--- src/rtl/mod_i2s_tx.sv ---
// mod_i2s_tx: mono I2S transmitter. Requests one sample per frame, saturates
// the signed 18.14 sample to 24-bit PCM and shifts it out on both channels.
//
// Sample handshake: o_trigger is a one-cycle request issued once per frame.
// The source answers with a one-cycle i_ready pulse, and i_sample is taken
// only in that cycle. The sample goes into a holding register and is picked
// up at the next frame load. If no sample is waiting at a load, the previous
// frame word is sent again. If a second sample arrives before the load, it
// replaces the first one.
module mod_i2s_tx #(
    parameter int BCLK_DIV = 4
) (
    input  logic        i_clk,
    input  logic        i_nrst,
    input  logic [31:0] i_sample,
    input  logic        i_ready,
    output logic        o_trigger,
    output logic        o_bclk,
    output logic        o_lrclk,
    output logic        o_sdata,
    output logic [15:0] o_underrun_cnt,
    output logic        o_overrun
);
    localparam int DIV_W = $clog2(BCLK_DIV);
    localparam logic [DIV_W-1:0] DIV_LAST = DIV_W'(BCLK_DIV - 1);
    localparam logic signed [41:0] PCM_MAX = 42'sd8388607;
    localparam logic signed [41:0] PCM_MIN = -42'sd8388608;

    logic [DIV_W-1:0]   r_div_cnt;
    logic               r_bclk;
    logic [5:0]         r_slot;
    logic               r_lrclk;
    logic               r_sdata;
    logic               r_trigger;
    logic [15:0]        r_underrun_cnt;
    logic               r_overrun;
    logic [31:0]        r_hold;
    logic               r_valid;
    logic [23:0]        r_frame;
    logic               r_first;

    logic               w_div_wrap;
    logic               w_fe;
    logic               w_load;
    logic [5:0]         w_slot_nxt;
    logic               w_lrclk_nxt;
    logic [4:0]         w_bit_idx;
    logic               w_sdata_nxt;
    logic signed [41:0] w_scaled;
    logic [23:0]        w_sat;

    // A falling BCLK edge is the divider wrap while BCLK is high.
    assign w_div_wrap  = (r_div_cnt == DIV_LAST);
    assign w_fe        = w_div_wrap && r_bclk;
    assign w_slot_nxt  = r_slot + 6'd1;
    assign w_load      = w_fe && (w_slot_nxt == 6'd63);

    // Word select covers slots 31..62, one BCLK ahead of the right word.
    assign w_lrclk_nxt = (w_slot_nxt >= 6'd31) && (w_slot_nxt <= 6'd62);

    // Slots 0..23 and 32..55 share the same low five bits, so one index
    // serves both channels. All other slots carry zero.
    assign w_bit_idx   = 5'd23 - w_slot_nxt[4:0];
    assign w_sdata_nxt = (w_slot_nxt[4:0] < 5'd24) ? r_frame[w_bit_idx] : 1'b0;

    // The 18.14 value times 512 puts bit 14 (1.0) at bit 23. The product is
    // computed wide so that it can be clamped without overflow.
    assign w_scaled = $signed({{10{r_hold[31]}}, r_hold}) <<< 9;

    // Clamp the scaled sample to the signed 24-bit PCM range.
    always_comb begin
        w_sat = w_scaled[23:0];
        if (w_scaled > PCM_MAX) begin
            w_sat = 24'h7FFFFF;
        end else if (w_scaled < PCM_MIN) begin
            w_sat = 24'h800000;
        end
    end

    // BCLK divider, slot counter and the I2S output registers. The output
    // registers change only on falling BCLK edges.
    always_ff @(posedge i_clk) begin
        if (!i_nrst) begin
            r_div_cnt <= '0;
            r_bclk    <= 1'b0;
            r_slot    <= 6'd62;
            r_lrclk   <= 1'b0;
            r_sdata   <= 1'b0;
        end else begin
            if (w_div_wrap) begin
                r_div_cnt <= '0;
                r_bclk    <= ~r_bclk;
            end else begin
                r_div_cnt <= r_div_cnt + DIV_W'(1);
            end
            if (w_fe) begin
                r_slot  <= w_slot_nxt;
                r_lrclk <= w_lrclk_nxt;
                r_sdata <= w_sdata_nxt;
            end
        end
    end

    // Frame load when entering slot 63. This block also issues the request
    // pulse and keeps the underrun count. The first load after reset is not
    // counted, because no source could have answered yet.
    always_ff @(posedge i_clk) begin
        if (!i_nrst) begin
            r_trigger      <= 1'b0;
            r_frame        <= '0;
            r_underrun_cnt <= '0;
            r_first        <= 1'b1;
        end else begin
            r_trigger <= w_load;
            if (w_load) begin
                r_first <= 1'b0;
                if (r_valid) begin
                    r_frame <= w_sat;
                end else if (!r_first && (r_underrun_cnt != 16'hFFFF)) begin
                    r_underrun_cnt <= r_underrun_cnt + 16'd1;
                end
            end
        end
    end

    // Holding register. A load clears valid first, and a write in the same
    // cycle then sets it again for the next frame. Overrun means a valid
    // sample was overwritten before any load consumed it.
    always_ff @(posedge i_clk) begin
        if (!i_nrst) begin
            r_hold    <= '0;
            r_valid   <= 1'b0;
            r_overrun <= 1'b0;
        end else if (i_ready) begin
            r_hold  <= i_sample;
            r_valid <= 1'b1;
            if (r_valid && !w_load) begin
                r_overrun <= 1'b1;
            end
        end else if (w_load) begin
            r_valid <= 1'b0;
        end
    end

    assign o_trigger      = r_trigger;
    assign o_bclk         = r_bclk;
    assign o_lrclk        = r_lrclk;
    assign o_sdata        = r_sdata;
    assign o_underrun_cnt = r_underrun_cnt;
    assign o_overrun      = r_overrun;

endmodule

--- config.mk ---
export PLATFORM = sky130hd
export DESIGN_NAME = mod_i2s_tx
export DESIGN_NICKNAME = d
export VERILOG_FILES = /design/src/rtl/mod_i2s_tx.sv
export SDC_FILE = /design/constraint.sdc
export NUM_CORES = 1
export LEC_CHECK = 0
export ABC_CLOCK_PERIOD_IN_PS = 2300
export BUFFER_PORTS_ARGS = -buffer_cell sky130_fd_sc_hd__buf_2
export CAP_MARGIN = 20
export CORE_MARGIN = 2
export CORE_UTILIZATION = 58
export CTS_BUF_LIST = sky130_fd_sc_hd__clkbuf_4
export DETAILED_ROUTE_END_ITERATION = 6
export PLACE_DENSITY_LB_ADDON = 0.2
export REMOVE_ABC_BUFFERS = 1
export SYNTH_ARGS = -nofsm -noshare
export SYNTH_HDL_FRONTEND = slang
export SYNTH_SLANG_ARGS = --single-unit
export TNS_END_PERCENT = 30
--- constraint.sdc ---
create_clock -name i_clk -period 2.3 [get_ports i_clk]
set_input_delay 0.345 -clock i_clk [delete_from_list [all_inputs] [get_ports i_clk]]
set_output_delay 0.345 -clock i_clk [all_outputs]
set_load 0.05 [all_outputs]
After elaboration in Yosys (flattened, before gate mapping)
Index checks and enable logic that the tools add are counted.
{"block": "totals", "ff_bits": 87, "latchBits": 0, "ram_bits": 0, "mem_bits_ro": 0, "out_inout_bits": 21, "n_memories": 0}
{"block": "classes", "add_sub_neg": 4, "multipliers": 0, "n_div": 0, "magnitude_cmp": 6, "eq_ne": 3, "n_shift": 0, "mux": 7, "bitwise_logic": 3, "reduce_logical": 12}
{"op": "$mux W24", "count": 2}
{"op": "$gt A41 B24 Y1 const B", "count": 1}
{"op": "$lt A41 B24 Y1 const B", "count": 1}
{"op": "$add A16 B1 Y16 const B", "count": 1}
{"op": "$ne A16 B16 Y1 const B", "count": 1}
{"op": "$add A6 B1 Y6 const B", "count": 1}
{"op": "$eq A6 B6 Y1 const B", "count": 1}
{"op": "$ge A6 B5 Y1 const B", "count": 1}
{"op": "$le A6 B6 Y1 const B", "count": 1}
{"op": "$lt A5 B6 Y1 const B", "count": 1}
{"op": "$bmux W1 S5", "count": 1}
{"op": "$logic_and A1 B1 Y1", "count": 5}
{"op": "$lt A5 B5 Y1 const B", "count": 1}
{"op": "$sub A5 B5 Y5 const A", "count": 1}
{"op": "$mux W1", "count": 4}
{"op": "$reduce_and A2 Y1", "count": 2}
{"op": "$not A1 Y1", "count": 3}
{"op": "$reduce_and A3 Y1", "count": 1}
{"op": "$add A2 B1 Y2 const B", "count": 1}
{"op": "$eq A2 B2 Y1 const B", "count": 1}
{"op": "$logic_not A1 Y1", "count": 2}
{"op": "$reduce_bool A2 Y1", "count": 1}
{"op": "$reduce_or A2 Y1", "count": 1}

Logic depth before layout (Yosys ltp)
{"block": "logic_depth", "word_depth": 6, "ltp_mapped": 9}

Worst setup path before layout
Ideal clock, no wire load.
{"block": "synth_path", "path_kind": "flip-flop to flip-flop", "from": "register r_slot[0]", "to": "register r_sdata (netlist: o_sdata)", "setup_ns": 0.127, "arrival_time_ns": 1.925, "required_ns": 2.173, "path_slack_ns": 0.248, "path_stages_with_launch": 10, "n_path_buf": 2, "synth_period_minus_slack_ns": 2.052, "cell_sequence": "dfxtp_1 > buf_6 > inv_1 > ha_1 > buf_1 > mux4_2 > nor2_1 > nor3_1 > a31oi_1 > o31ai_1"}
{"block": "synth_between", "elab_chain_len": 5}
{"item": "start: declaration", "line": "31", "source": "logic [5:0] r_slot;"}
{"item": "start signal: assignment", "line": "97", "source": "r_slot <= w_slot_nxt;"}
{"item": "$add A6 B1 Y6 *", "line": "55", "source": "assign w_slot_nxt = r_slot + 6'd1;"}
{"item": "net w_slot_nxt[0]", "line": "45", "source": "logic [5:0] w_slot_nxt;"}
{"item": "$sub A5 B5 Y5", "line": "63", "source": "assign w_bit_idx = 5'd23 - w_slot_nxt[4:0];"}
{"item": "$bmux W1 S5", "line": "64", "source": "assign w_sdata_nxt = (w_slot_nxt[4:0] < 5'd24) ? r_frame[w_bit_idx] : 1'b0;"}
{"item": "$mux W1 (implied by the code)", "line": "64"}
{"item": "$mux W1 *", "line": "64"}
{"item": "end signal: assignment", "line": "99", "source": "r_sdata <= w_sdata_nxt;"}
{"item": "end: declaration", "line": "33", "source": "logic r_sdata;"}
Mark *: on every way through the listed nets, which the timed path passes. The rest lies on a longest branch. The select of a mux whose other input is x is not followed.
A chain may end at the register's enable or synchronous reset.

Final worst setup path
{"block": "layout_path", "from": "register r_slot[1]", "to": "register r_sdata (netlist: o_sdata)"}
The elaborated chain is that of the path after synthesis.

==> impl_metrics.csv <==
group,metric,value,unit
drt,drt_iter0_markers,182,
cells_and_area,ff_latch_area,1580,um2
cts,clock-sinks,79,
global_route,grt_pass1_wl,11400,um
floorplanning,die-area,6580,um2
synth,synth_cell_type_count,40,
drt,via_per_inst,5.60,
synth,synthTopCellsByCount,"79 x dfxtp_1, 45 x nor2_1, 44 x o21ai_0",
setup_path,required,2.65,ns
power,p_per_area,620,nW/um2
cells_and_area,drive_above_1_share,22.0,%
setup_path,crit_path_top_delay_cell,"dfxtp_1",
global_route,antenna_found_initial,0,
drt,ant_nets,0,
synth,yosysTopAreaCellShare,45.8,%
cells_and_area,multi_input_area,1720,um2
setup_path,cp_data_arrival_time,2.49,ns
sta,fin_crit_sh,92.9,%
place,place.gp.congestion,0.852,
floorplanning,io_pins,56,
global_route,grt_max_degree,28,
cells_and_area,synthToLayoutAreaGrowth,14.4,%
sta,max_slew_margin,37.1,%
cells_and_area,n_fill_cell,482,
place,placed_cells,503,
drt,routed_wl,6990,um
sta,max_clock_freq,0.468,GHz
synth,netlist_instances,384,
synth,ys_ff_latch,79,
floorplanning,core,5850,um2
setup_path,startpoint,"r_slot[1]",
drt,wl_per_cell,13.4,um
sta,finalMaxSlewViolations,0,
setup_path,crit_family,"simple AND/OR/NAND/NOR gates",
sta,tightest_slew,0.943,ns
setup_path,critPathMaxFanout,8,
drt,drc,0,
global_route,grt.overflow.total,0,
setup_path,crit_path_start_kind,"register",
setup_path,rr_endpoint,"o_sdata",
synth,synth.largest_area_cell,"dfxtp_1",
global_route,grt.total_usage,22.4,%
synth,ys_seq_area_share,45.8,%
power,max-vdd-ir-drop,601,uV
setup_path,worstSetupPathType,"register to register",
cells_and_area,nets,481,
floorplanning,die_h,81.1,um
run,max_cap_violations,0,
cts,path_clk_slew,0.12,ns
setup_path,cp-end-kind,"register",
cells_and_area,stdcell_count,521,
floorplanning,fp-row-count,28,
place,dpl.hpwl,4820,um
setup_path,path_buf_inv,0,
cts,h-tree-depth,3,
sta,rsz0062_at_grt,"no",
synth,yosys.cell_count.top_type,"dfxtp_1",
sta,setup_viol,0,
drt,vias,2918,
power,p_leak,0.00162,uW
cts,cts_inserted_buffers,9,
synth,synth-edff-count,0,
synth,synth_area_leaders,"dfxtp_1 46%, mux2i_1 9.6%, o21ai_0 6.4%",
place,port-buffer-count,55,
floorplanning,initial_core_util,59.0,%
synth,synthFlopType,"dfxtp_1",
synth,synth_warnings,0,
sta,final_hold_viol_count,0,
drt,firstDrtPassIters,4,
setup_path,crit_end,"o_sdata",
setup_path,cp_slowest_stage_delay,0.49,ns
synth,syn_area,3450,um2
cts,clock-root-buffer,"clkbuf_4",
setup_path,r2r-start,"r_slot[1]",
cts,clock_path_buffers,2,
synth,avgSynthCellArea,8.98,um2
cts,clk_latency,0.43,ns
setup_path,r2r_cells,9,
run_status,outcome,"complete, no violations",
sta,clock_skew,0.0103,ns
synth,synthArstFlopShare,0,%
cts,tritoncts,"built",
sta,min_period,2.14,ns
setup_path,crit_cells,9,
sta,tns,0,ns
worst_hold_path,min_path_type,"input port to register",
setup_path,crit_chain,"ha_1, nand3_1, xnor2_1, ha_1, nor3_1, nand3_1, nor3_1, a31oi_1, o31ai_1",
setup_path,r2r_slack,0.16,ns
cells_and_area,n_antenna_cell,0,
global_route,grt_pass1_vias,2581,
floorplanning,die_w,81.1,um
## placed cells by master, fill, tap and decap left out, types with 2 or more instances in the layout
master	n
or3_1	12
nand4_1	9
nand3_1	27
mux2i_1	33
clkinv_1	3
nand2_1	24
ha_1	4
mux4_2	4
a31oi_1	3
o21ai_1	2
nor3_1	6
nor4_1	4
buf_2	55
o31ai_1	3
inv_1	8
buf_4	15
dfxtp_1	79
nor2_1	45
xnor2_1	6
clkbuf_4	11
and3_2	2
o21ai_0	44
nand3_2	2
a21boi_0	2
a21oi_1	20
xor2_1	4
or4_1	2
## state kept, by name, summed over array words and instances (netlist names)
signal,cells
o_underrun_cnt,16
r_valid,1
o_trigger,1
r_frame,16
r_first,1
o_bclk,1
o_lrclk,1
o_sdata,1
r_hold,32
o_overrun,1
r_div_cnt,2
r_slot,6
## kinds of logic after synthesis
kind of cell               count (synthesis)  synth area share, %
and+or+nand+nor                          143                 20.6
AOI/OAI and AO/OA                         78                 12.4
DFF                                       79                 45.8
muxes                                     37                 12.2
buffers and inverters                     32                 4.57
adders and majority gates                  5                 1.81
xor gates and xnor gates                  10                 2.54
## timing repair
| item | in CTS | in global routing |
|---|---|---|
| gates resized for setup | 0 | 2 |
| hold buffers | 0 | 0 |
| setup endpoints to repair | 0 | 14 |
| buffers inserted | 0 | 2 |
## metrics by stage
| step | total power (uW) | cell area, um2 | setup WS [ns] | hold WS [ns] | util, % |
|---|---|---|---|---|---|
| 2_1_floorplan | 1570 | 3320 | 0.00837 | 0.404 | - |
| 3_3_place_gp | 1650 | 3790 | 0.197 | 0.417 | 64.8 |
| 3_5_place_dp | 1660 | 3790 | 0.109 | 0.426 | 64.8 |
| 4_1_cts | 2460 | 3920 | 0.0974 | 0.130 | 67.0 |
| 5_1_grt | 2540 | 3950 | 0.00519 | 0.140 | 67.5 |
| 6_report | 2450 | 3950 | 0.163 | 0.134 | 67.5 |
## area by class of cell
type	count	area share [%]
clock buffer	11	2.09
sequential	79	40.1
timing repair buffer	70	9.83
multi-input combinational	273	43.6
tap	75	2.38
inverter	8	0.761
clock inverter	5	1.24
## worst min-delay path by stage
stage,depth (start not counted),startpoint,slack [ns],end
finish,3,i_sample[18],0.13,r_hold[18]
global route,3,i_sample[13],0.14,r_hold[13]
CTS,3,i_sample[3],0.13,r_hold[3]
detailed placement,1,r_div_cnt[0],0.43,r_div_cnt[0]
global placement,1,r_div_cnt[0],0.42,r_div_cnt[0]
floorplan,1,r_div_cnt[0],0.40,r_div_cnt[0]
## per-layer routing
metal,track usage (%),wire [um],vias to the layer above
met5,0,0,-
met4,9.83,115,0
met3,5.33,266,9
met2,37.9,3380,62
met1,27.2,3230,1363
li1,-,-,1484
## where the power goes
group	switching [uW]	total (uW)	internal [uW]	leakage, uW
Combinational	108	194	86.7	0.000910
Clock	467	813	346	0.0000696
Sequential	29.0	1440	1410	0.000644
Total	604	2450	1840	0.00162
## worst min-delay path, cell delays in order
cell and delay (ns):
buf_2 0.07, mux2i_1 0.05, nor2_1 0.07
No activity file was read; power rests on OpenSTA's default activity.
